==> src/rtl/oam_dma_arbiter_if.sv <==
// oam_dma_arbiter_if: CPU-side and memory-side bus signals of the OAM DMA arbiter
interface oam_dma_arbiter_if #(
    parameter int WIDTH = 8,
    parameter int ADDR_WIDTH = 16
);
    logic [ADDR_WIDTH-1:0] cpu_addr;
    logic [WIDTH-1:0]      cpu_din;
    logic                  cpu_we;
    logic [WIDTH-1:0]      cpu_dout;
    logic                  cpu_rdy;
    logic [ADDR_WIDTH-1:0] mem_addr;
    logic [WIDTH-1:0]      mem_din;
    logic                  mem_we;
    logic [WIDTH-1:0]      mem_dout;
    logic                  dma_busy;
    modport slave (
        input  cpu_addr, cpu_din, cpu_we, mem_dout,
        output cpu_dout, cpu_rdy, mem_addr, mem_din, mem_we, dma_busy
    );
    modport master (
        output cpu_addr, cpu_din, cpu_we, mem_dout,
        input  cpu_dout, cpu_rdy, mem_addr, mem_din, mem_we, dma_busy
    );
endinterface

==> src/rtl/oam_dma_arbiter.sv <==
// oam_dma_arbiter: stalls the CPU and copies one 256-byte page to OAM_DATA_ADDR.
// Define OAM_DMA_ALIGN_EN to insert an ALIGN cycle when HALT falls on odd parity.
`ifndef REG_WIDTH
`define REG_WIDTH 8
`endif
`ifndef ADDR_WIDTH
`define ADDR_WIDTH 16
`endif
module oam_dma_arbiter #(
    parameter int WIDTH = `REG_WIDTH,
    parameter int ADDR_WIDTH = `ADDR_WIDTH,
    parameter logic [ADDR_WIDTH-1:0] DMA_REG_ADDR = 16'h4014,
    parameter logic [ADDR_WIDTH-1:0] OAM_DATA_ADDR = 16'h2004
) (
    input logic clk,
    input logic reset,
    oam_dma_arbiter_if.slave bus
);
    typedef enum logic [2:0] {IDLE, HALT, ALIGN, READ, WRITE} state_t;
    state_t state_q, state_d;
    logic [WIDTH-1:0] page_q, page_d;
    logic [7:0] idx_q, idx_d;
    logic [WIDTH-1:0] latch_q, latch_d;
    logic parity_q, parity_d;
    logic align_now;
`ifdef OAM_DMA_ALIGN_EN
    assign align_now = parity_q;
`else
    assign align_now = 1'b0;
`endif
    always_comb begin
        state_d = state_q;
        page_d = page_q;
        idx_d = idx_q;
        latch_d = latch_q;
        parity_d = ~parity_q;
        bus.cpu_dout = '0;
        bus.cpu_rdy = 1'b0;
        bus.dma_busy = 1'b1;
        bus.mem_addr = ADDR_WIDTH'({page_q, idx_q});
        bus.mem_din = latch_q;
        bus.mem_we = 1'b0;
        case (state_q)
            IDLE: begin
                bus.mem_addr = bus.cpu_addr;
                bus.mem_din = bus.cpu_din;
                bus.mem_we = bus.cpu_we;
                bus.cpu_dout = bus.mem_dout;
                bus.cpu_rdy = 1'b1;
                bus.dma_busy = 1'b0;
                if (bus.cpu_we && bus.cpu_addr == DMA_REG_ADDR) begin
                    page_d = bus.cpu_din;
                    idx_d = 8'd0;
                    state_d = HALT;
                end
            end
            HALT: state_d = align_now ? ALIGN : READ;
            ALIGN: state_d = READ;
            READ: begin
                latch_d = bus.mem_dout;
                state_d = WRITE;
            end
            WRITE: begin
                bus.mem_addr = OAM_DATA_ADDR;
                bus.mem_we = 1'b1;
                idx_d = idx_q + 8'd1;
                state_d = idx_q == 8'hFF ? IDLE : READ;
            end
            default: state_d = IDLE;
        endcase
    end
    always_ff @(posedge clk) begin
        if (reset) begin
            state_q <= IDLE;
            page_q <= '0;
            idx_q <= '0;
            latch_q <= '0;
            parity_q <= 1'b0;
        end else begin
            state_q <= state_d;
            page_q <= page_d;
            idx_q <= idx_d;
            latch_q <= latch_d;
            parity_q <= parity_d;
        end
    end
endmodule

==> src/flat_wrapper.sv <==
// flat-port wrapper written by rule: the top's interface ports become plain ports
module oam_dma_arbiter_flat 
#(
    parameter int WIDTH = `REG_WIDTH,
    parameter int ADDR_WIDTH = `ADDR_WIDTH,
    parameter logic [ADDR_WIDTH-1:0] DMA_REG_ADDR = 16'h4014,
    parameter logic [ADDR_WIDTH-1:0] OAM_DATA_ADDR = 16'h2004
)
  (clk, reset, bus_cpu_addr, bus_cpu_din, bus_cpu_we, bus_mem_dout, bus_cpu_dout, bus_cpu_rdy, bus_mem_addr, bus_mem_din, bus_mem_we, bus_dma_busy);
  oam_dma_arbiter_if #(.WIDTH(WIDTH), .ADDR_WIDTH(ADDR_WIDTH)) bus_i ();
  input logic clk;
  input logic reset;
  input wire logic [$bits(bus_i.cpu_addr)-1:0] bus_cpu_addr;
  input wire logic [$bits(bus_i.cpu_din)-1:0] bus_cpu_din;
  input wire logic [$bits(bus_i.cpu_we)-1:0] bus_cpu_we;
  input wire logic [$bits(bus_i.mem_dout)-1:0] bus_mem_dout;
  output wire logic [$bits(bus_i.cpu_dout)-1:0] bus_cpu_dout;
  output wire logic [$bits(bus_i.cpu_rdy)-1:0] bus_cpu_rdy;
  output wire logic [$bits(bus_i.mem_addr)-1:0] bus_mem_addr;
  output wire logic [$bits(bus_i.mem_din)-1:0] bus_mem_din;
  output wire logic [$bits(bus_i.mem_we)-1:0] bus_mem_we;
  output wire logic [$bits(bus_i.dma_busy)-1:0] bus_dma_busy;
  assign bus_i.cpu_addr = bus_cpu_addr;
  assign bus_i.cpu_din = bus_cpu_din;
  assign bus_i.cpu_we = bus_cpu_we;
  assign bus_i.mem_dout = bus_mem_dout;
  assign bus_cpu_dout = bus_i.cpu_dout;
  assign bus_cpu_rdy = bus_i.cpu_rdy;
  assign bus_mem_addr = bus_i.mem_addr;
  assign bus_mem_din = bus_i.mem_din;
  assign bus_mem_we = bus_i.mem_we;
  assign bus_dma_busy = bus_i.dma_busy;
  oam_dma_arbiter #(.WIDTH(WIDTH), .ADDR_WIDTH(ADDR_WIDTH), .DMA_REG_ADDR(DMA_REG_ADDR), .OAM_DATA_ADDR(OAM_DATA_ADDR)) u_core (.clk(clk), .reset(reset), .bus(bus_i));
endmodule
==> config.mk <==
export PLATFORM = sky130hd
export DESIGN_NAME = oam_dma_arbiter_flat
export DESIGN_NICKNAME = d
export VERILOG_FILES = /design/src/rtl/oam_dma_arbiter_if.sv /design/src/rtl/oam_dma_arbiter.sv /design/src/flat_wrapper.sv
export SDC_FILE = /design/constraint.sdc
export NUM_CORES = 1
export LEC_CHECK = 0
export BUFFER_PORTS_ARGS = -buffer_cell sky130_fd_sc_hd__buf_2
export CAP_MARGIN = 25
export CORE_MARGIN = 3
export CORE_UTILIZATION = 47
export DETAILED_ROUTE_END_ITERATION = 7
export PLACE_DENSITY = 0.8
export SLEW_MARGIN = 0
export SYNTH_ARGS = -nofsm -noshare
export SYNTH_HDL_FRONTEND = slang
export SYNTH_SLANG_ARGS = --single-unit
==> constraint.sdc <==
create_clock -name clk -period 1.96 [get_ports clk]
set_input_delay 0.196 -clock clk [delete_from_list [all_inputs] [get_ports clk]]
set_output_delay 0.196 -clock clk [all_outputs]
set_load 0.02 [all_outputs]
==> flow_metrics.py <==
metrics = {
    "drt": {
        "wl_microns": 4785,
        "drc": 0,
        "drt_iter0_drc": 152,
        "drt-pass1-iter-count": 4,
        "via_per_inst": 5.801,
        "routedWlPerCell_microns": 15.34,
        "num_vias": 1810,
        "postRouteAntennaNets": 0,
    },
    "final_layout": {
        "final_area_sq_um": 2085,
        "final_util_pct": 66.64,
        "fillers": 280,
        "drive_gt1_share_pct": 37.31,
        "multi_input_area_sq_um": 979.7,
        "final_cells": 312,
        "area_delta_synth_final_pct": 31.39,
        "num_antenna_cells": 0,
        "layout_commonest_cell": "buf_2",
        "nets": 305,
        "final_cell_mix": "buf_2 (69), dfxtp_1 (25), nor2_1 (22)",
        "register_area_sq_um": 545.5,
    },
    "synthesis": {
        "synthSimpleGateAreaFrac_pct": 27.21,
        "yosysSeqAreaShare_pct": 34.07,
        "ys_warn_count": 0,
        "synth_top_family_by_area": "simple AND/OR/NAND/NOR gates",
        "synth-xor-area-share_pct": 0.5521,
        "syn_nets": 230,
        "syn_avg_cell_area_sq_um": 8.178,
        "synth_area_sq_um": 1587,
        "synthAdderAreaFrac_pct": 0.7886,
        "ys_types": 36,
        "syn_inst": 194,
        "synth-compound-area-share_pct": 20.35,
        "synthMuxAreaShare_pct": 11.99,
        "synth_seq_cells": 27,
    },
    "floorplan": {
        "ios": 70,
        "die_area_sq_um": 4109,
        "initial_core_util_pct": 50.72,
        "coreArea_sq_um": 3128,
        "die_w_microns": 64.10,
        "fp.dieH_microns": 64.10,
        "rows": 20,
    },
    "critical_path": {
        "endpoint_kind": "output pin",
        "cp.arrival_ns": 1.73,
        "path_class": "reg2out",
        "startpoint_type": "flip-flop",
        "r2r_slack_ns": 0.25,
        "crit_fanout": 10,
        "endpoint": "bus_mem_din[5]",
        "cp-startpoint": "u_core.state_q[0]$_SDFFE_PP0P_",
        "r2r-end": "u_core.page_q[7]$_SDFFE_PP0P_",
        "worstPathRequired_ns": 1.76,
        "rr_worst_depth": 6,
        "r2r-start": "u_core.state_q[0]$_SDFFE_PP0P_",
    },
    "grt": {
        "grt_pass1_vias": 1619,
        "grt_util_met1_pct": 29.58,
        "grt.busiest_layer": "met2",
        "gr-total-overflow": 0,
        "grt_pass1_wl_microns": 7617,
        "grt_use_total_pct": 23.07,
        "antenna_found_initial": 0,
        "grt_max_degree": 30,
        "use_met3_pct": 5.448,
        "grt_util_met2_pct": 38.06,
    },
    "sta": {
        "final-setup-viol-count": 0,
        "finalCritPeriodShare_pct": 98.04,
        "period_needed_ns": 1.922,
        "hold_violations": 0,
        "setup_ws_ns": 0.03848,
        "tightest_slew_ns": 0.5326,
        "fmax_mhz": 520.4,
        "rsz0062_at_grt": "yes",
        "setup_tns_ns": 0,
        "slew_viol_final": 0,
        "fin_skew_ns": 0.003012,
        "slew_headroom_pct": 64.49,
    },
    "cts": {
        "cts-buffers-inserted": 3,
        "clock_sinks": 27,
        "hold_buffers": 0,
        "cts-root-buf": "clkbuf_4",
        "clkTransAtPathRegs_ns": 0.16,
        "clk_latency_ns": 0.34,
        "ctsHtreeMaxLevel": 1,
        "cts_tree": "built",
        "clk_path_buf_depth": 2,
    },
    "power_and_ir_drop": {
        "p_per_area_nw_per_um2": 743.7,
        "leakagePower_nw": 0.9491,
        "ir_worst_vdd_uv": 626.6,
    },
    "hold_path": {
        "min_path_type": "in2reg",
    },
    "placed_design": {
        "pre_cts_ws_ns": 0.3350,
        "place_area_sq_um": 1987,
        "routabilityCongestion": 0.9014,
        "hpwlAfterDp_microns": 3473,
        "io_buffers": 69,
        "dpl.cell_count": 302,
    },
    "job": {
        "max_cap_viol_count": 0,
    },
    "run_status": {
        "status": "complete, no violations",
    },
}
[metal layers]
layer  share of wire [%]  wire, microns  vias up
li1                    -              -      870
met1                  42           1994      845
met2                  48           2293       87
met3                 9.0            429        8
met4                 1.4             68        0
met5                   0              0        -
[power breakdown]
part           internal (mW)  leakage (nW)  total [mW]  switching (mW)
clock network         0.0837        0.0183       0.268           0.184
registers              0.557         0.219       0.569          0.0123
logic                  0.298         0.712       0.714           0.415
total                  0.939         0.949        1.55           0.612
[worst min path at each step]
stage	to	from	cells past startpoint	slack, ns
after global routing	u_core.latch_q[7]$_SDFFE_PP0P_	bus_mem_dout[7]	3	0.05
after detailed placement	u_core.latch_q[7]$_SDFFE_PP0P_	bus_mem_dout[7]	3	0.45
after global placement	u_core.latch_q[1]$_SDFFE_PP0P_	bus_mem_dout[1]	3	0.44
after CTS	u_core.latch_q[7]$_SDFFE_PP0P_	bus_mem_dout[7]	3	0.08
final	u_core.latch_q[7]$_SDFFE_PP0P_	bus_mem_dout[7]	3	0.08
after floorplan	u_core.latch_q[0]$_SDFFE_PP0P_	bus_mem_dout[0]	2	0.34
[cell usage after synthesis (all sizes together)]
cell | n | area (sq um)
a21oi | 13 | 65.06
a22o | 11 | 96.34
a31oi | 1 | 6.260
and2 | 10 | 62.56
and3 | 1 | 6.260
and4 | 1 | 8.760
buf | 8 | 46.29
clkbuf | 5 | 18.77
dfxtp | 27 | 540.5
ha | 1 | 12.51
inv | 4 | 15.01
mux2 | 8 | 90.09
mux2i | 10 | 100.1
nand2 | 6 | 22.52
nand2b | 3 | 18.77
nand3 | 8 | 40.04
nand3b | 1 | 7.510
nand4 | 11 | 68.82
nor2 | 22 | 82.58
nor2b | 1 | 6.260
nor3 | 6 | 30.03
nor3b | 1 | 7.510
nor4 | 1 | 6.260
nor4b | 2 | 17.52
nor4bb | 2 | 20.02
o211ai | 5 | 37.54
o21a | 1 | 7.510
o21ai | 15 | 75.07
o22a | 2 | 17.52
o32ai | 2 | 17.52
or2 | 2 | 12.52
or3 | 1 | 6.260
or4 | 1 | 7.510
xor2 | 1 | 8.760
[stage by stage]
stage	power [mW]	hold WS, ns
after floorplan	1.004	0.3399
after global placement	1.219	0.4359
after detailed placement	1.224	0.4504
after CTS	1.514	0.07690
after global routing	1.639	0.05485
final	1.550	0.08260
[timing repair]
item	in CTS	in global routing
setup buffers	1	5
endpoints found under the setup margin	12	6
pin swaps	1	1
gates resized for setup	5	2
[sequential cells by signal, summed over array words and instances (netlist names)]
register	count
u_core.page_q	8
u_core.state_q	3
u_core.latch_q	8
u_core.idx_q	8
[final cells by class]
class,instances,share of cell area (%)
Sequential cell,27,26.17
Inverter,4,0.7203
Clock buffer,3,1.080
Multi-Input combinational cell,150,47.00
Clock inverter,1,0.4202
Tap cell,44,2.641
Timing Repair Buffer,83,21.97
[worst max-delay path: stages (launching register included)]
cell and delay, ns:
dfxtp_4 0.40, nor3_4 0.26, buf_6 0.18, inv_1 0.11, mux2_2 0.28, buf_2 0.16
[kinds of logic (layout without fill, tap and decap cells)]
family / count (synthesis) / count (layout)
simple gates: 80 / 80
compound gates: 50 / 50
flops: 27 / 27
mux: 18 / 18
buf+inv: 17 / 91
fa+ha+maj: 1 / 1
xor+xnor: 1 / 1
(Power assumes the default switching activity.)
